`src/rtl/flag_unit.sv`:
```
// flag_unit: registered add/sub ALU with an NZCV flag register and condition-code evaluation
module flag_unit #(
    parameter int WIDTH = 32
) (
    input  logic             Clk,
    input  logic             Reset,
    input  logic             InValid,
    input  logic [1:0]       Op,
    input  logic             S,
    input  logic             Chain,
    input  logic [WIDTH-1:0] In1,
    input  logic [WIDTH-1:0] In2,
    input  logic             FlagWr,
    input  logic [3:0]       FlagIn,
    input  logic [3:0]       Cond,
    output logic             OutValid,
    output logic [WIDTH-1:0] Result,
    output logic [3:0]       Flags,
    output logic             CondPass
);
    logic [WIDTH-1:0] result_q, result_d, res;
    logic [WIDTH:0]   ext;
    logic [3:0]       flags_q, flags_d;
    logic             valid_q, valid_d, cin, n, z, c, v;

    // arithmetic in WIDTH+1 bits; Op[0] selects subtract, Op[1] pulls in the stored carry/borrow
    always_comb begin
        cin = Op[1] & flags_q[1];
        ext = Op[0] ? {1'b0, In1} - {1'b0, In2} - {{WIDTH{1'b0}}, cin}
                    : {1'b0, In1} + {1'b0, In2} + {{WIDTH{1'b0}}, cin};
        res = ext[WIDTH-1:0];
        n = res[WIDTH-1];
        z = (res == '0) & (~Chain | flags_q[2]);
        c = ext[WIDTH];
        v = Op[0] ? (In1[WIDTH-1] != In2[WIDTH-1]) & (n != In1[WIDTH-1])
                  : (In1[WIDTH-1] == In2[WIDTH-1]) & (n != In1[WIDTH-1]);
        flags_d = FlagWr ? FlagIn : (InValid & S) ? {n, z, c, v} : flags_q;
        result_d = InValid ? res : result_q;
        valid_d = InValid;
    end

    // single output stage; reset wins over every update source
    always_ff @(posedge Clk) begin
        if (Reset) begin
            result_q <= '0;
            flags_q  <= '0;
            valid_q  <= 1'b0;
        end else begin
            result_q <= result_d;
            flags_q  <= flags_d;
            valid_q  <= valid_d;
        end
    end

    // condition code checked against the registered {N,Z,C,V}
    always_comb begin
        CondPass = 1'b0;
        case (Cond)
            4'h0: CondPass = flags_q[2];
            4'h1: CondPass = ~flags_q[2];
            4'h2: CondPass = flags_q[1];
            4'h3: CondPass = ~flags_q[1];
            4'h4: CondPass = flags_q[3];
            4'h5: CondPass = ~flags_q[3];
            4'h6: CondPass = flags_q[0];
            4'h7: CondPass = ~flags_q[0];
            4'h8: CondPass = ~flags_q[1] & ~flags_q[2];
            4'h9: CondPass = flags_q[1] | flags_q[2];
            4'hA: CondPass = flags_q[3] == flags_q[0];
            4'hB: CondPass = flags_q[3] != flags_q[0];
            4'hC: CondPass = ~flags_q[2] & (flags_q[3] == flags_q[0]);
            4'hD: CondPass = flags_q[2] | (flags_q[3] != flags_q[0]);
            4'hE: CondPass = 1'b1;
            default: CondPass = 1'b0;
        endcase
    end

    assign OutValid = valid_q;
    assign Result   = result_q;
    assign Flags    = flags_q;
endmodule

```
`config.mk`:
```
export PLATFORM = sky130hd
export DESIGN_NAME = flag_unit
export DESIGN_NICKNAME = d
export VERILOG_FILES = /design/src/rtl/flag_unit.sv
export SDC_FILE = /design/constraint.sdc
export NUM_CORES = 1
export LEC_CHECK = 0
export CORE_ASPECT_RATIO = 0.5
export CORE_MARGIN = 2
export CORE_UTILIZATION = 40
export CTS_CLUSTER_SIZE = 12
export DETAILED_ROUTE_END_ITERATION = 6
export PLACE_DENSITY_LB_ADDON = 0.15
export SLEW_MARGIN = 0
export SYNTH_ARGS = -nofsm -noshare
export SYNTH_HDL_FRONTEND = slang
export SYNTH_SLANG_ARGS = --single-unit
```
`constraint.sdc`:
```
create_clock -name Clk -period 8.37 [get_ports Clk]
set_input_delay 1.674 -clock Clk [delete_from_list [all_inputs] [get_ports Clk]]
set_output_delay 1.674 -clock Clk [all_outputs]
set_load 0.02 [all_outputs]
```
==> results of run 1 <==
==> report_power, final <==
group | internal [W] | leakage, nW | switching, W
combinational | 0.000284 | 2.95 | 0.000365
clock | 0.000117 | 0.0700 | 0.0000705
sequential | 0.000197 | 0.306 | 0.0000125
total | 0.000597 | 3.33 | 0.000448
==> state kept, by name, summed over array words and instances (netlist names) <==
name,count
Result,32
Flags,4
OutValid,1
==> per-stage QoR <==
| stage | total power, W | instances | utilization [%] | worst slack (ps) | hold WS, ps |
|---|---|---|---|---|---|
| floorplan | 0.000662 | 877 | - | 2470 | 535 |
| global placement | 0.000851 | 1168 | 49.5 | 1630 | 444 |
| detailed placement | 0.000856 | 1168 | 49.5 | 1510 | 454 |
| CTS | 0.00105 | 1175 | 50.4 | 1800 | 462 |
| global route | 0.00113 | 1175 | 50.4 | 1560 | 470 |
| finish | 0.00104 | 1175 | 50.4 | 1780 | 456 |
==> cell type report <==
class / count / share of cell area [%]
repair buffers: 121 / 15.3
inverters: 110 / 5.30
flip-flops and latches: 37 / 9.50
multi-input cells: 696 / 64.8
well taps: 204 / 3.27
clock buffers: 7 / 1.83
==> how the worst min path moves through the flow <==
stage | from | to | slack [ps] | cells after the start
global placement | Result[12] | Result[12] | 440 | 2
detailed placement | Result[12] | Result[12] | 450 | 2
floorplan | Result[12] | Result[12] | 530 | 2
global route | Result[18] | Result[18] | 470 | 2
finish | Result[12] | Result[12] | 460 | 2
CTS | Result[12] | Result[12] | 460 | 2
==> critical path: stages <==
cell             delay, ps
clkdlybuf4s50_1        450
and2_1                 200
inv_1                   70
fa_1                   560
inv_1                   60
ha_1                   190
or2_2                  310
fa_1                   470
nor3b_2                200
nor3_1                  90
o21ai_1                270
a21oi_2                150
a31oi_4                250
o21ai_2                130
a2111oi_0              390
o32ai_1                170
or4_1                  510
or4_1                  510
o21ai_1                130
==> cells in the mapped netlist, types with 5 or more instances <==
| library cell | instances | area [um^2] |
|---|---|---|
| nor4_1 | 5 | 31.3 |
| clkbuf_1 | 23 | 86.3 |
| or4_1 | 5 | 37.5 |
| a21oi_1 | 71 | 355 |
| or2_2 | 8 | 50.1 |
| o211ai_1 | 7 | 52.6 |
| o21ai_0 | 52 | 260 |
| nor2_1 | 90 | 338 |
| o21ai_1 | 7 | 35.0 |
| nand2b_1 | 20 | 125 |
| ha_1 | 93 | 1160 |
| nor3_1 | 20 | 100 |
| nor2b_1 | 12 | 75.1 |
| xor2_1 | 6 | 52.6 |
| a211oi_1 | 19 | 143 |
| inv_1 | 109 | 409 |
| dfxtp_1 | 37 | 741 |
| nand2_1 | 54 | 203 |
| a31oi_1 | 7 | 43.8 |
| a21o_1 | 14 | 105 |
| o21a_1 | 8 | 60.1 |
| nand3_1 | 14 | 70.1 |
| and3_1 | 7 | 43.8 |
| mux2i_1 | 22 | 220 |
| o31ai_1 | 6 | 45.0 |
| xnor2_1 | 46 | 403 |
==> layer usage <==
metal / track usage (%) / vias to the layer above / part of all wire [%]
li1: - / 3280 / -
met1: 31.1 / 3009 / 51
met2: 34.4 / 133 / 44
met3: 2.02 / 6 / 4.1
met4: 2.69 / 0 / 0.43
met5: 0 / - / 0
==> logic make-up (layout without fill, tap and decap cells) <==
family	count (synthesis)	in the layout	synth area share (%)
compound gates	255	255	27.4
mux	25	25	4.00
fa+ha+maj	97	97	19.6
xor+xnor	52	52	7.17
flops	37	37	11.7
simple gates	267	267	21.3
buf+inv	144	238	8.88
==> impl_metrics.toml, run 1 <==
[status]
status = "completed"

[worst_setup_path]
rr_startpoint = "Flags[1]"
critPathMaxFanout = 4
cp.arrival_ps = 6800
ff2ff_setup_slack_ps = 3140
critPathCaptureType = "flip-flop"
startpoint = "Op[1]"
cp-start-kind = "input port"
crit_end = "Flags[2]"
required_ps = 8580
rr_endpoint = "Flags[2]"
r2r_cells = 18
worstSetupPathType = "in2reg"

[synthesis]
syn_inst = 877
synth-async-reset-ratio_pct = 0
synth-seq-cells = 37
ys.flop_type = "dfxtp_1"
synth_area_per_cell_um2 = 7.24
synth_edf_count = 0
syn-cell-area_um2 = 6350
seq_area_frac_synth_pct = 11.7
yosys_warnings = 0
synth_cell_type_count = 77
synth_nets = 1054

[floorplanning]
dieArea_um2 = 17000
coreArea_um2 = 15500
dieHeight_um = 93.1
row_count = 32
initial_core_util_pct = 41.1
ioPinCount = 118
dieWidth_um = 182

[timing]
max-slew-margin-rel_pct = 44.7
slew_violations = 0
setup_viol = 0
fmax_mhz = 152
fin_crit_sh_pct = 78.7
rsz0062_at_grt = "false"
hold_viol = 0
tightest_slew_ps = 819
finalSetupTns_ps = 0
fin_skew_ps = 3.16
fin_crit_ps = 6590

[pwr]
p_leak_nw = 3.33
power_density_nw_per_um2 = 134
ir_drop_mv = 0.0776

[detailed_routing]
wl_per_cell_um = 15.4
vias_per_cell = 5.47
firstDrtPassIters = 5
wl_um = 18100
drtIter0Drc = 315
via_count = 6428
route.detailed.drc = 0
detail-route-antenna-nets = 0

[grt]
grtUsageTotal_pct = 21.1
antenna_found_initial = 0
grt_pass1_vias = 5954
gr-total-overflow = 0
grt_max_degree = 45
grt_pass1_wl_um = 29400

[cts]
clock_latency_ps = 280
cts_sinks = 37
cts_buffers = 5
cts_max_level = 2
ctsHoldBuffers = 0
cts_resized = 0
clock-root-buffer = "clkbuf_16"
ctsLongestPathBuffers = 2
tritoncts = "yes"
cts_post_setup_buffers_inserted = 0
cts.clk_slew.worst_paths_ps = 60

[layout]
n_fill_cell = 1565
drive_above_1_share_pct = 4.94
seq_area_um2 = 741
antenna_cells = 0
area_growth_pct = 22.7
finalNetCount = 1148
multiInputGateArea_um2 = 5050
fin_area_um2 = 7800
final_common_cell = "clkdlybuf4s50_1"
layout_common_cells = "clkdlybuf4s50_1, inv_1, ha_1"

[placement]
routabilityCongestion = 0.873
portBuffers = 117
dpl.hpwl_um = 15000
place_area_um2 = 7650

[job]
max_cap_viol_count = 0

[min_path]
hp-class = "reg2reg"
No activity file was read; power rests on OpenSTA's default activity.
==> inputs of run 2 (changes only) <==
clock period = 5.9 ns   (was 8.37 ns; I/O delays follow)
==> run 2 against run 1 <==
Die area stayed put. Combinational power is 46% higher. Power rose by 46%. Cell count rose by 1.4%.
==> impl_metrics.toml, run 2 (same netlist as run 1, synthesis figures left out) <==
[status]
status = "completed"

[timing]
timing.hold.ws_ps = 464
fmax_mhz = 178
fin_crit_ps = 5610
max-slew-margin-rel_pct = 55.2
hold_viol = 0
slew_violations = 0
fin_crit_sh_pct = 95.2
tightest_slew_ps = 670
fin_skew_ps = 4.56
rsz0062_at_grt = "false"
setup_viol = 0

[pwr]
p_total_w = 0.00153
seqPwrFrac_pct = 19.4
ir_drop_mv = 0.116
intPower_w = 0.000880
clkPwrFrac_pct = 18.5
p_comb_share_pct = 62.1
p_switching_w = 0.000647
p_leak_nw = 3.42
power.share.switching_pct = 42.4
power_density_nw_per_um2 = 192

[detailed_routing]
wl_per_cell_um = 15.2
vias_per_cell = 5.39
firstDrtPassIters = 5
detail-route-antenna-nets = 0
wl_um = 18100
via_count = 6414
drtIter0Drc = 351
route.detailed.drc = 0

[grt]
grt_pass1_wl_um = 29700
gr-total-overflow = 0
antenna_found_initial = 0
grt_max_degree = 45
grtUsageTotal_pct = 21.3
grt_pass1_vias = 6034

[worst_setup_path]
path_cells = "clkdlybuf4s50_1 > and2_4 > inv_1 > fa_1 > inv_1 > ha_1 > or2_2 > fa_2 > nor3b_2 > nor3_1 > o21ai_2 > a21oi_2 > a31oi_4 > o21ai_2 > a2111oi_4 > o32ai_2 > or4_1 > or4_1 > o21ai_1"
crit_end = "Flags[2]"
ff2ff_setup_slack_ps = 1120
path_depth = 19
r2r_cells = 18
cp.arrival_ps = 5830
cp.buffers_inverters = 3
startpoint = "Op[1]"
cp_slowest_stage_delay_ps = 540
worstSetupPathType = "in2reg"
slowest_stage = "fa_1"
critPathTopFamily = "simple AND/OR/NAND/NOR gates"
required_ps = 6110
critPathCaptureType = "flip-flop"
rr_startpoint = "Flags[1]"
cp-start-kind = "input port"
rr_endpoint = "Flags[2]"
critPathMaxFanout = 3

[floorplanning]
dieArea_um2 = 17000
initial_core_util_pct = 41.1
dieWidth_um = 182
dieHeight_um = 93.1
row_count = 32
ioPinCount = 118
coreArea_um2 = 15500

[layout]
area_growth_pct = 25.3
largest_reg_flops = 32
layout_common_cells = "clkdlybuf4s50_1, inv_1, ha_1"
drive_above_1_share_pct = 7.19
finalNetCount = 1163
antenna_cells = 0
final_common_cell = "clkdlybuf4s50_1"

[cts]
clock-root-buffer = "clkbuf_16"
ctsLongestPathBuffers = 2
cts_sinks = 37
cts_max_level = 2
ctsHoldBuffers = 0
cts.clk_slew.worst_paths_ps = 60
tritoncts = "yes"
cts_buffers = 5
clock_latency_ps = 290

[placement]
routabilityCongestion = 0.873
portBuffers = 117
dpl.hpwl_um = 15000

[job]
max_cap_viol_count = 0

[min_path]
hp-class = "reg2reg"
run 2: worst min-delay path by stage:
stage,from,end,cells after the start
2_1_floorplan,Result[12],Result[12],2
3_3_place_gp,Result[12],Result[12],2
3_5_place_dp,Result[11],Result[11],2
4_1_cts,Result[11],Result[11],2
5_1_grt,Result[11],Result[11],2
6_report,Result[11],Result[11],2
run 2: repair_timing:
item                                    CTS  global route
pin swaps                                 1             2
endpoints found under the setup margin    1             1
buffers inserted                          0             1
gates resized for setup                   1             7
run 2: power groups by stage:
stage | Sequential, W | Clock [W] | Combinational (W)
after CTS | 0.000297 | 0.000287 | 0.000936
after global placement | 0.000301 | 0 | 0.000924
after floorplan | 0.000334 | 0 | 0.000606
final | 0.000297 | 0.000282 | 0.000948
after detailed placement | 0.000302 | 0 | 0.000930
after global routing | 0.000300 | 0.000300 | 0.00105
run 2: final cells by class:
type	instances	area, um^2
Tap cell	204	255
Timing Repair Buffer	136	1310
Clock inverter	1	5.00
Inverter	110	413
Multi-Input combinational cell	696	5090
Clock buffer	7	153
Sequential cell	37	741
Fill cell	1566	7490
run 2: through the flow:
stage,setup TNS [ps],instance area (um^2),setup WS (ps),cells,utilization (%)
CTS,0,7920,77.0,1190,51.2
finish,0,7960,286,1191,51.5
floorplan,0,6350,491,877,-
global route,0,7960,27.4,1191,51.5
global placement,-192,7760,-192,1182,50.2
detailed placement,-303,7760,-303,1182,50.2
run 2: worst min-delay path: cells and delay by family, from the launching register on:
family	cells	cell delay, ps
flops	1	300
simple gates	1	60
compound gates	1	50
run 2: layer usage:
metal	GRT usage, %	routed length (um)	share of wire (%)	vias to the layer above
li1	-	-	-	3296
met1	30.7	9180	51	2952
met2	34.4	7930	44	156
met3	3.35	887	4.9	10
met4	2.49	111	0.61	0
met5	0	0	0	-
